### config.mk
export PLATFORM = sky130hd
export DESIGN_NAME = matrix_writeback_sequencer
export DESIGN_NICKNAME = d
export VERILOG_FILES = /design/src/rtl/matrix_writeback_sequencer.sv
export SDC_FILE = /design/constraint.sdc
export NUM_CORES = 1
export LEC_CHECK = 0
export CAP_MARGIN = 40
export CORE_MARGIN = 2
export CORE_UTILIZATION = 49
export CTS_CLUSTER_DIAMETER = 30
export DETAILED_ROUTE_END_ITERATION = 6
export PLACE_DENSITY = 0.85
export RECOVER_POWER = 25
export SYNTH_ARGS = -nofsm -noshare
export SYNTH_HDL_FRONTEND = slang
export SYNTH_SLANG_ARGS = --single-unit
### constraint.sdc
create_clock -name aclk -period 5.6 [get_ports aclk]
set_input_delay 0.56 -clock aclk [delete_from_list [all_inputs] [get_ports aclk]]
set_output_delay 0.56 -clock aclk [all_outputs]
set_load 0.1 [all_outputs]
### src/rtl/matrix_writeback_sequencer.sv
// Sequences row-by-row write-DMA transfers for one matrix tile descriptor.
// Define WB_SEQ_PERF_EN to build the saturating busy-cycle counter.
module matrix_writeback_sequencer #(
   parameter int AXI_ADDR_WIDTH = 64,
   parameter int ROW_CNT_WIDTH  = 16
) (
   input  logic                      aclk,
   input  logic                      areset,
   input  logic                      cmd_valid,
   output logic                      cmd_ready,
   input  logic [AXI_ADDR_WIDTH-1:0] cmd_base_addr,
   input  logic [31:0]               cmd_row_bytes,
   input  logic [ROW_CNT_WIDTH-1:0]  cmd_num_rows,
   input  logic [31:0]               cmd_row_stride,
   output logic                      dma_start,
   output logic [AXI_ADDR_WIDTH-1:0] dma_start_addr,
   output logic [31:0]               dma_transfer_length,
   input  logic                      dma_done,
   input  logic                      dma_error,
   output logic                      busy,
   output logic                      cmd_done,
   output logic                      cmd_error,
   output logic [ROW_CNT_WIDTH-1:0]  rows_done,
   output logic [31:0]               perf_busy_cycles
);

   typedef enum logic [1:0] {
      IDLE      = 2'd0,
      WAIT_DONE = 2'd1,
      RELEASE   = 2'd2,
      FINISH    = 2'd3
   } state_t;

   state_t                    state_q, state_d;
   logic                      dma_start_q, dma_start_d;
   logic [AXI_ADDR_WIDTH-1:0] addr_q, addr_d;
   logic [31:0]               len_q, len_d;
   logic [ROW_CNT_WIDTH-1:0]  num_rows_q, num_rows_d;
   logic [31:0]               stride_q, stride_d;
   logic [ROW_CNT_WIDTH-1:0]  rows_done_q, rows_done_d;
   logic                      err_q, err_d;
   logic                      cmd_done_q, cmd_done_d;
   logic                      cmd_error_q, cmd_error_d;
   logic                      accept_s;

   assign accept_s = (state_q == IDLE) && cmd_valid;

   // Next-state and registered-output computation.
   always_comb begin
      state_d     = state_q;
      dma_start_d = dma_start_q;
      addr_d      = addr_q;
      len_d       = len_q;
      num_rows_d  = num_rows_q;
      stride_d    = stride_q;
      rows_done_d = rows_done_q;
      err_d       = err_q;
      cmd_done_d  = 1'b0;
      cmd_error_d = 1'b0;
      case (state_q)
         IDLE: begin
            if (accept_s) begin
               num_rows_d  = cmd_num_rows;
               stride_d    = cmd_row_stride;
               rows_done_d = '0;
               err_d       = 1'b0;
               addr_d      = cmd_base_addr;
               len_d       = cmd_row_bytes;
               // Empty tiles complete without touching the DMA.
               if ((cmd_num_rows == '0) || (cmd_row_bytes == 32'd0)) begin
                  dma_start_d = 1'b0;
                  cmd_done_d  = 1'b1;
                  state_d     = FINISH;
               end else begin
                  dma_start_d = 1'b1;
                  state_d     = WAIT_DONE;
               end
            end else begin
               dma_start_d = 1'b0;
            end
         end
         WAIT_DONE: begin
            if (dma_done) begin
               dma_start_d = 1'b0;
               rows_done_d = rows_done_q + ROW_CNT_WIDTH'(1'b1);
               err_d       = err_q | dma_error;
               state_d     = RELEASE;
            end else begin
               dma_start_d = 1'b1;
            end
         end
         RELEASE: begin
            // The DMA must drop done before it will accept another start.
            if (!dma_done) begin
               if (!err_q && (rows_done_q < num_rows_q)) begin
                  addr_d      = addr_q + AXI_ADDR_WIDTH'(stride_q);
                  dma_start_d = 1'b1;
                  state_d     = WAIT_DONE;
               end else begin
                  cmd_done_d  = 1'b1;
                  cmd_error_d = err_q;
                  state_d     = FINISH;
               end
            end else begin
               state_d = RELEASE;
            end
         end
         FINISH: begin
            state_d = IDLE;
         end
         default: begin
            dma_start_d = 1'b0;
            state_d     = IDLE;
         end
      endcase
   end

   // State and output registers.
   always_ff @(posedge aclk or posedge areset) begin
      if (areset) begin
         state_q     <= IDLE;
         dma_start_q <= 1'b0;
         addr_q      <= '0;
         len_q       <= 32'd0;
         num_rows_q  <= '0;
         stride_q    <= 32'd0;
         rows_done_q <= '0;
         err_q       <= 1'b0;
         cmd_done_q  <= 1'b0;
         cmd_error_q <= 1'b0;
      end else begin
         state_q     <= state_d;
         dma_start_q <= dma_start_d;
         addr_q      <= addr_d;
         len_q       <= len_d;
         num_rows_q  <= num_rows_d;
         stride_q    <= stride_d;
         rows_done_q <= rows_done_d;
         err_q       <= err_d;
         cmd_done_q  <= cmd_done_d;
         cmd_error_q <= cmd_error_d;
      end
   end

   assign cmd_ready           = (state_q == IDLE);
   assign busy                = (state_q != IDLE);
   assign dma_start           = dma_start_q;
   assign dma_start_addr      = addr_q;
   assign dma_transfer_length = len_q;
   assign cmd_done            = cmd_done_q;
   assign cmd_error           = cmd_error_q;
   assign rows_done           = rows_done_q;

`ifdef WB_SEQ_PERF_EN
   logic [31:0] perf_q, perf_d;

   // Saturating busy-cycle counter, restarted by each accepted command.
   always_comb begin
      perf_d = perf_q;
      if (accept_s) begin
         perf_d = 32'd0;
      end else if ((state_q != IDLE) && (perf_q != 32'hFFFF_FFFF)) begin
         perf_d = perf_q + 32'd1;
      end else begin
         perf_d = perf_q;
      end
   end

   // Busy-cycle counter register.
   always_ff @(posedge aclk or posedge areset) begin
      if (areset) begin
         perf_q <= 32'd0;
      end else begin
         perf_q <= perf_d;
      end
   end

   assign perf_busy_cycles = perf_q;
`else
   assign perf_busy_cycles = 32'd0;
`endif

endmodule

==> results.py <==
metrics = {
    "outcome": {
        "status": "finished with violations",
        "violations": "max-capacitance violations, max-slew violations",
    },
    "place": {
        "port_buffers": 265,
        "dp_hpwl_mm": 26.1,
        "gp_congestion": 0.926,
    },
    "clock_network": {
        "cts_buffers": 17,
        "root_buffer": "clkbuf_16",
        "insertion_delay_ns": 0.43,
        "cts.sinks": 166,
        "cts_resized": 0,
        "cts_hold_buf": 0,
        "path_clk_slew_ns": 0.07,
        "cts_tree": "done",
        "cts_buffer_depth": 2,
        "h-tree-depth": 4,
        "cts_setup_buffers": 0,
    },
    "yosys": {
        "ys_async_sr_fraction": 1.00,
        "post-synth-top-area-fraction": 0.407,
        "yosys-mux-area-fraction": 0.123,
        "synth-adder-area-share": 0.0658,
        "synth_edf_count": 0,
        "syn_inst": 1058,
        "synth-seq-cells": 166,
        "ys_warn_count": 0,
        "synth_top_family_by_area": "compound AO/OA/AOI/OAI gates",
        "ys.flop_type": "dfrtp_1",
        "ys_top_cells_by_area": "dfrtp_1 (41%), mux2_2 (8.8%), ha_1 (6.4%)",
        "synth_seq_area_share": 0.407,
        "synth_top_area_cell": "dfrtp_1",
        "synth_common_cells": "dfrtp_1 (166), nand2_1 (97), a21oi_1 (84), mux2_2 (80), nor2_1 (59)",
        "synth_compound_area_frac": 0.163,
        "synth_xor_area_frac": 0.0344,
        "netlist_area_um2": 10200,
        "syn_avg_cell_area_um2": 9.64,
        "synth.distinct_cells": 75,
        "synth-simple-area-share": 0.150,
        "synth_most_common_cell": "dfrtp_1",
    },
    "floorplanning": {
        "die_x_um": 148,
        "start_util": 0.502,
        "rows": 52,
        "coreArea_um2": 20300,
        "die_area_um2": 22000,
        "boundaryPins": 298,
        "die_h_um": 148,
    },
    "global_route": {
        "grt_max_degree": 77,
        "met3_usage": 0.0856,
        "grt_pass1_vias": 10400,
        "use_met2": 0.549,
        "top_usage_layer": "met2",
        "antenna_found_initial": 3,
        "gr-usage-all-layers": 0.319,
        "grt_use_met1": 0.387,
        "grt_overflow": 0,
        "grt_pass1_wl_mm": 55.5,
    },
    "setup_path": {
        "worstPathMaxFanout": 76,
        "slowest_stage": "clkinvlp_2",
        "worstPathRequired_ns": 6.01,
        "crit_path_start_kind": "primary input",
        "crit_arrival_ns": 4.18,
        "path_class": "in2async",
        "crit_chain": "dlygate4sd3_1 > clkinvlp_2 > clkbuf_2",
        "worstSetupEndpointType": "asynchronous set/reset pin",
        "cp_slowest_stage_delay_ns": 2.00,
    },
    "timing": {
        "fin_crit_ns": 3.76,
        "hold_viol_final": 0,
        "worstMarginPinSlew_ns": 3.55,
        "fin_setup_tns_ns": 0,
        "period_share": 0.672,
        "finalSetupViolCount": 0,
        "fmax_mhz": 266,
        "maxSlewHeadroom": -1.38,
        "whs_ns": 0.505,
        "finalMaxSlewViolations": 77,
        "rsz0062_at_grt": "false",
        "skew_ns": 0.0154,
    },
    "finish": {
        "syn_to_final_growth_pct": 55.7,
        "fin_nets": 1621,
        "drive_gt1_frac": 0.186,
        "multi_input_area_um2": 5610,
        "register_area_um2": 4150,
        "num-fill-cells": 1230,
        "finalCoreUtilization": 0.782,
    },
    "flow_run": {
        "maxCapViolations": 1,
    },
    "routing": {
        "remaining_drc_errors": 0,
        "num_vias": 10000,
        "firstDrtPassIters": 6,
        "wl_mm": 35.0,
        "wl_per_cell_um": 20.5,
        "via_per_inst": 5.87,
        "ant_nets": 0,
        "drt_iter0_drc": 758,
    },
    "worst_hold_path": {
        "hold_class": "reg2reg",
    },
}
-- layout by cell type, fill, tap and decap left out, drive strengths merged, types with 35 or more instances in the layout --
cell	netlist	routed
clkdlybuf4s50	0	264
dfrtp	166	166
buf	48	128
nand2	97	97
a21oi	87	87
mux2	82	82
o21ai	61	61
nor2	60	60
ha	52	52
inv	33	39
nand3	35	35
-- final timing paths --
check / slack (ns) / start / cells past startpoint / end
hold reg to reg: 0.51 / dma_start$_DFFE_PP0P_ / 1 / dma_start$_DFFE_PP0P_
min in group asynchronous: 1.63 / areset / 2 / rows_done[5]$_DFFE_PP0P_
max in group aclk: 2.14 / rows_done[11]$_DFFE_PP0P_ / 10 / dma_start_addr[34]$_DFFE_PP0P_
setup / recovery: 1.84 / areset / 3 / dma_transfer_length[28]$_DFFE_PP0P_
setup reg to reg: 2.14 / rows_done[11]$_DFFE_PP0P_ / 10 / dma_start_addr[34]$_DFFE_PP0P_
hold / removal: 0.51 / dma_start$_DFFE_PP0P_ / 1 / dma_start$_DFFE_PP0P_
-- critical path: cells and delay by family --
family | cells | cell delay [ns]
buffers and inverters | 3 | 3.57
-- per-layer routing --
metal | part of all wire | wire (um)
met2 | 0.50 | 17500
met4 | 0.033 | 1150
met5 | 0.00037 | 13
met3 | 0.089 | 3110
met1 | 0.38 | 13200
-- through the flow --
stage                     setup slack, ns  cell area [um2]  std cells
after floorplan                     0.550            10300       1089
after global placement               2.27            12900       1547
after detailed placement             2.25            15300       1670
after CTS                            2.20            15900       1702
after global routing                 1.19            15900       1702
final                                1.84            15900       1704
-- area by class of cell --
type | count | area share
Antenna cell | 2 | 0.000315
Clock buffer | 19 | 0.0285
Clock inverter | 13 | 0.00985
Inverter | 33 | 0.00788
Multi-Input combinational cell | 807 | 0.353
Sequential cell | 166 | 0.262
Tap cell | 270 | 0.0213
Timing Repair Buffer | 394 | 0.317
-- logic make-up after synthesis --
kind of cell | after synthesis
AOI/OAI and AO/OA | 258
muxes | 115
adders and majority gates | 53
other | 1
buffers and inverters | 116
and+or+nand+nor | 309
xor gates and xnor gates | 40
DFF | 166
-- flip-flops by register name, indices dropped and copies added, names as in the netlist --
name                 cells
cmd_done                 1
cmd_error                1
dma_start                1
dma_start_addr          64
dma_transfer_length     32
err_q                    1
num_rows_q              16
rows_done               16
state_q                  2
stride_q                32
Power is left out: the tool's default activity adds up to more than one toggle a clock period on the data nets, which glitch-free logic cannot reach.
